**config.mk**
```make
export PLATFORM = sky130hd
export DESIGN_NAME = load_register
export DESIGN_NICKNAME = d
export VERILOG_FILES = /design/src/rtl/load_register.sv
export SDC_FILE = /design/constraint.sdc
export NUM_CORES = 1
export LEC_CHECK = 0
export ABC_AREA = 1
export CAP_MARGIN = 20
export CORE_AREA = 2 2 39 41
export CTS_CLUSTER_DIAMETER = 120
export CTS_CLUSTER_SIZE = 25
export DETAILED_ROUTE_END_ITERATION = 10
export DIE_AREA = 0 0 41 43
export HOLD_SLACK_MARGIN = 0.05
export SLEW_MARGIN = 40
export SYNTH_ARGS = -nofsm -noshare
export SYNTH_HDL_FRONTEND = slang
export SYNTH_SLANG_ARGS = --single-unit
```
**constraint.sdc**
```tcl
create_clock -name clk -period 0.8 [get_ports clk]
set_clock_uncertainty 0.2 [all_clocks]
set_input_delay 0.12 -clock clk [delete_from_list [all_inputs] [get_ports clk]]
set_output_delay 0.12 -clock clk [all_outputs]
set_load 0.05 [all_outputs]
```
**src/rtl/load_register.sv**
```systemverilog
// load_register
//   N-bit parallel-load storage register with hold and synchronous clear.
//   A generic holding element for datapaths: operand latches, accumulators
//   and staging registers.
//
// Parameters
//   N          data width in bits (N >= 1)
//   RST_VALUE  contents after reset
//
// Ports
//   clk       in   1  clock; every state change happens on the rising edge
//   rst       in   1  synchronous active-high reset; takes priority over load
//   load      in   1  active-high load enable
//   data_in   in   N  parallel data, captured when load is high
//   data_out  out  N  registered contents, driven directly by flops
module load_register #(
  parameter int unsigned    N         = 8,
  parameter logic [N-1:0]   RST_VALUE = '0
) (
  input  logic         clk,
  input  logic         rst,
  input  logic         load,
  input  logic [N-1:0] data_in,
  output logic [N-1:0] data_out
);

  logic [N-1:0] data_q;
  logic [N-1:0] data_d;

  // Next state: the full word is taken on load, otherwise it recirculates.
  always_comb begin
    data_d = data_q;
    if (load) begin
      data_d = data_in;
    end
  end

  // Reset is checked first, so a simultaneous load is ignored.
  always_ff @(posedge clk) begin
    if (rst) begin
      data_q <= RST_VALUE;
    end else begin
      data_q <= data_d;
    end
  end

  assign data_out = data_q;

endmodule

```
; Word level (Yosys, flattened, before mapping)
; Cells that the tools add are included.
[op_classes]
addsub = 0
mul = 0
div_mod_pow = 0
n_lt_le_gt_ge = 0
eq_ne = 0
shifts = 0
mux = 0
bitwise_logic = 0
n_reduce_logical = 0
[totals]
reg_bits = 8
latchBits = 0
mem_bits_rw = 0
mem_bits_ro = 0
n_memories = 0

; Logic depth before layout (Yosys ltp)
; Gate-level depths: netlist of the first run.
[logic_depth]
depth_word = 0
ltp_mapped = 5
ltp_nobuf = 4

; Worst setup path after synthesis of the first run
; No wires, ideal clock.
[synth_path]
kind = reg2reg
from = reg data_out[6] (netlist name)
to = reg data_q[6], in the netlist data_out[6]
setup_ps = 62
arrival_time_ps = 802
required_time_ps = 538
setup_slack_ps = -264
stages_incl_launch_ff = 3
path_buffers = 0
period_less_slack_ps = 1064
cell_sequence = dfxtp_1 nor2_1 nor2_2
[synth_lines]
columns = element, line
row1 = "end signal, assigned", 43  ; data_q <= data_d;
row2 = "end, declared", 27  ; logic [N-1:0] data_q;

; Worst setup path in the final report of the first run
[layout_path]
from = reg data_q[1], in the netlist data_out[1]
to = out data_out[1]
[layout_lines]
columns = element, line
row1 = "end, declared", 24  ; output logic [N-1:0] data_out
; No word-level cell between the ends.

==> results of run 1 <==
## cell families after synthesis
kind of cell / count (synthesis) / share of synthesized area
simple gates: 32 / 0.366
buf+inv: 11 / 0.165
flops: 8 / 0.469
## cell usage in the layout (no fill, tap or decap), types with 2 or more instances in the layout
cell,synthesis,layout
nand2_1,15,15
nor2_1,15,12
buf_12,0,9
inv_1,9,8
dfxtp_4,0,8
dlymetal6s2s_1,0,4
nor2_2,1,3
clkbuf_4,0,3
dlygate4sd2_1,0,3
clkdlybuf4s50_1,0,2
## repair_timing
action,in CTS,in global routing
pin swaps,5,5
setup endpoints to repair,16,16
buffers inserted,2,0
cloned,1,0
endpoints found under the hold margin,0,3
resized for setup,9,7
## layout make-up
type / count / area [um^2]
Clock buffer: 3 / 22.5
Tap cell: 16 / 20.0
Sequential cell: 8 / 190
Multi-Input combinational cell: 32 / 138
Fill cell: 138 / 647
Inverter: 9 / 33.8
Timing Repair Buffer: 22 / 333
## stage by stage
step	hold slack [ns]	power (uW)
floorplan	0.0985	615
global placement	0.278	798
detailed placement	0.289	799
CTS	0.0850	1130
global route	-0.000685	1170
finish	-0.0198	1110
## path summary, 6_finish.rpt
path	slack, ns	to	cells after the start
setup reg to reg	-0.09	data_out[6]$_SDFFE_PP0P_	3
setup / recovery	-0.25	data_out[1]	1
hold / removal	-0.02	data_out[5]$_SDFFE_PP0P_	5
hold reg to reg	0.29	data_out[0]$_SDFFE_PP0P_	2
## routing by layer
metal  track usage  vias up  part of all wire
met4        0.0800        0            0.0072
met1         0.126      131              0.52
li1              -      192                 -
met2         0.119       15              0.37
met3        0.0314        2              0.11
met5             0        -                 0
## power breakdown
part | leakage (uW) | internal [uW] | total, uW | switching (uW)
Sequential | 0.0000713 | 421 | 450 | 28.7
Clock | 0.0000138 | 171 | 294 | 123
Combinational | 0.000310 | 201 | 369 | 167
==> run summary, run 1 <==
top post-synthesis cells by area = dfxtp_1, nand2_1, nor2_1
final worst slack = -0.254 ns
synthesized instance count = 51
vias in the first global route = 287
status = finished, violations left
DPL Wire Length = 491 um
Critical Path Source Type = register
Ant. Diodes = 0
dominant cell type by area after synthesis = dfxtp_1
All-Layer GR Usage = 0.0955
Setup violations, final = 10
Critical Path Source = data_out[1]$_SDFFE_PP0P_
Total Die Area = 0.00176 mm^2
Cell Area, Synth = 342 um^2
ys async rst share = 0
number of synthesized flops with an enable pin = 0
CP max FO = 2
horizontal die dimension = 41 um
WP data arrival = 0.73 ns
maximum vdd ir drop = 1.09 mV
max incr delay on CP = 0.35 ns
clock buffer depth = 2
syn_area_per_cell = 6.70 um^2
Crit path buffers/inverters = 1
largest net degree at the start of global routing = 9
Area Overhead vs Synth = 116%
via count = 340
final period utilization = 1.32
CTS Hold Bufs = 0
fin area = 737 um^2
Fmax achieved = 949 MHz
Die Height = 43 um
syn nets = 62
setup slack at placement = -0.440 ns
initial cell density of the core = 0.247
DR vias/cell = 3.78
drt pass-1 iters = 2
Nets = 87
worst path required time = 0.48 ns
Routed WL = 696 um
dpl cells = 84
register area share after synthesis = 0.469
Iteration-0 DRC Markers = 7
H-tree depth = 1
Critical Path End Type = output pin
CTS tree = built
pwr dens = 1510 mW/mm^2
max reg flops = 8
post-route ant nets = 0
core area = 0.00138 mm^2
setup TNS = -2.18 ns
IO Pins = 19
gpl congestion = 0.622
max_cap viols = 0
clk_lat worst skew = 0.24 ns
fin crit period = 1.05 ns
dpl cell area = 652 um^2
YS warnings = 0
Max Slew Vio Count = 0
GRT overflow = 0
failing checks = negative hold slack, negative setup slack
Slew HR = 0.915
Worst-path clk slew = 0.05 ns
Root Buffer Master = clkbuf_4
fraction of layout instances using a drive strength above 1 = 0.405
initial antenna violation count = 0
DRC viols = 0
Slowest cell on crit path = dfxtp_4
Worst R2R Start = data_out[6]$_SDFFE_PP0P_
worst-margin pin slew = 0.128 ns
hold path startpoint = data_in[5]
Main synth FF type = dfxtp_1
# clock sinks = 8
share of the synthesized area in the top cell type = 0.469
Yosys reg bits = 8
critical path's top delay family = flip-flops
post-layout util = 0.533
WHS = -0.0198 ns
Post-Layout Cell Count = 90
Hold Violations, Final = 4
RSZ-0062 raised after global routing = yes
average wire per standard cell = 7.73 um
Leak = 0.000395 uW
CTS Buf Count = 3
post-synth cell types = 7
Rows = 14
first-pass GRT wire length = 1.10 mm
Post-synth top cells = nand2_1, nor2_1, inv_1, dfxtp_1, buf_6
# port buffers = 18
CP Class = register to output pin
crit path cell chain = buf_12
hold crit path type = input port to register
No activity file was read; power rests on OpenSTA's default activity.
==> inputs of run 2 (changes only) <==
CTS_CLUSTER_DIAMETER = 60   (was 120)
DONT_BUFFER_PORTS = 1   (was unset)
==> run summary, run 2 (synthesized netlist as in run 1, its figures left out) <==
Hold Violations, Final = 8 (+4)
clk_lat worst skew = 0.25 ns (about the same)
max reg flops = 8 (unchanged)
CTS Buf Count = 3 (unchanged)
flop2flop setup slack = -0.03 ns (+0.06 ns)
fin area = 524 um^2 (-29%)
crit path cell chain = buf_12
met2 Use GR = 0.106 (-0.0125)
WP data arrival = 0.74 ns (about the same)
# clock sinks = 8 (unchanged)
maximum vdd ir drop = 0.690 mV (-37%)
dpl cell area = 492 um^2 (-25%)
H-tree depth = 1 (unchanged)
WHS = -0.212 ns (-0.192 ns)
DR vias/cell = 4.00 (+5.9%)
max incr delay on CP = 0.35 ns (about the same)
Post-CTS Setup Bufs = 0 (-2)
Rows = 14 (unchanged)
CP Class = register to output pin
# port buffers = 0 (-18)
hold crit path type = input port to register
Critical Path Source = data_out[0]$_SDFFE_PP0P_
DRC viols = 0 (unchanged)
final period utilization = 1.33 (+0.00758)
core area = 0.00138 mm^2 (unchanged)
Ant. Diodes = 0 (unchanged)
pwr dens = 1900 mW/mm^2 (+26%)
IO Pins = 19 (unchanged)
Slew HR = 0.841 (-0.0735)
Iteration-0 DRC Markers = 0 (-7)
Worst R2R Start = data_out[6]$_SDFFE_PP0P_
CTS tree = built
DPL Wire Length = 485 um (-1.3%)
via count = 296 (-13%)
CP max FO = 2 (unchanged)
clock buffer depth = 2 (unchanged)
RSZ-0062 raised after global routing = yes
status = finished, violations left
vias in the first global route = 239 (-17%)
met1 track demand over resource = 0.0871 (-0.0387)
fraction of layout instances using a drive strength above 1 = 0.379 (-0.0261)
max_cap viols = 0 (unchanged)
failing checks = negative hold slack, negative setup slack
Area Overhead vs Synth = 53.5%
# fillers = 137 (-0.72%)
Power Total = 994 uW (-11%)
initial cell density of the core = 0.247 (unchanged)
drt pass-1 iters = 1 (-1)
critical path's top delay family = flip-flops
Nets = 71 (-18%)
largest net degree at the start of global routing = 17 (+8)
hold path startpoint = load
Total Die Area = 0.00176 mm^2 (unchanged)
setup TNS = -2.01 ns (+0.171 ns)
Worst-path clk slew = 0.05 ns (about the same)
worst-margin pin slew = 0.238 ns (+0.110 ns)
Die Height = 43 um (unchanged)
dpl cells = 71 (-15%)
most frequent cells in the layout = nand2_1, nor2_1, inv_1
commonest non-fill, non-tap cell in the layout = nand2_1
worst path required time = 0.48 ns (about the same)
fin crit period = 1.06 ns (+0.00606 ns)
Root Buffer Master = clkbuf_4
Critical Path Source Type = register
horizontal die dimension = 41 um (unchanged)
Leak = 0.000260 uW (-34%)
met3 usage = 0.0314 (unchanged)
Crit path buffers/inverters = 1 (unchanged)
Post-Layout Cell Count = 74 (-18%)
Fmax achieved = 943 MHz (-0.57%)
Setup violations, final = 10 (unchanged)
final worst slack = -0.260 ns (-0.00606 ns)
Max Slew Vio Count = 0 (unchanged)
Routed WL = 619 um (-11%)
Slowest cell on crit path = dfxtp_4
initial antenna violation count = 0 (unchanged)
GRT Max-Usage Layer = met2
All-Layer GR Usage = 0.0794 (-0.0161)
post-route ant nets = 0 (unchanged)
average wire per standard cell = 8.36 um (+8.2%)
Critical Path End Type = output pin
GRT overflow = 0 (unchanged)
gpl congestion = 0.553 (-11%)
first-pass GRT wire length = 890 um (-19%)
run 2: cell count changes in the layout (fill, tap and decap cells not counted):
cell | previous run | this run
dlygate4sd2_1 | 3 | 0
bufbuf_16 | 1 | 0
clkdlybuf4s50_1 | 2 | 0
buf_6 | 1 | 0
inv_1 | 8 | 9
buf_12 | 9 | 6
dlymetal6s2s_1 | 4 | 0
inv_2 | 1 | 0
buf_2 | 1 | 0
buf_4 | 1 | 0
run 2: what timing repair did:
action                                 CTS  global route
endpoints found under the hold margin    8             8
resized for setup                        0             3
pin swaps                                0             1
setup endpoints to repair               10            16
cloned                                   0             0
run 2: power by group:
| group | internal, uW | total (uW) | switching [uW] |
|---|---|---|---|
| logic | 107 | 221 | 114 |
| clock network | 171 | 299 | 128 |
| registers | 421 | 474 | 52.2 |
| total | 700 | 994 | 294 |
run 2: cell type report:
cell class / instances / area, um^2 / share of cell area
repair buffers: 6 / 120 / 0.229
multi-input cells: 32 / 138 / 0.263
inverters: 9 / 33.8 / 0.0644
flip-flops and latches: 8 / 190 / 0.363
clock buffers: 3 / 22.5 / 0.0430
well taps: 16 / 20.0 / 0.0382
run 2: layer usage:
metal	part of all wire	wire, um
met3	0.081	50
met5	0	0
met4	0	0
met2	0.43	266
met1	0.49	303
run 2: final timing paths:
check / depth (start not counted) / to
worst max-delay path: 1 / data_out[0]
worst min-delay path: 2 / data_out[5]$_SDFFE_PP0P_
worst max register to register: 2 / data_out[6]$_SDFFE_PP0P_
worst min register to register: 2 / data_out[0]$_SDFFE_PP0P_
run 2: per-stage QoR:
stage               setup slack [ns]   util
global placement             -0.0437  0.355
detailed placement           -0.0446  0.355
CTS                           -0.272  0.372
floorplan                    -0.0329      -
finish                        -0.260  0.379
global route                  -0.281  0.379
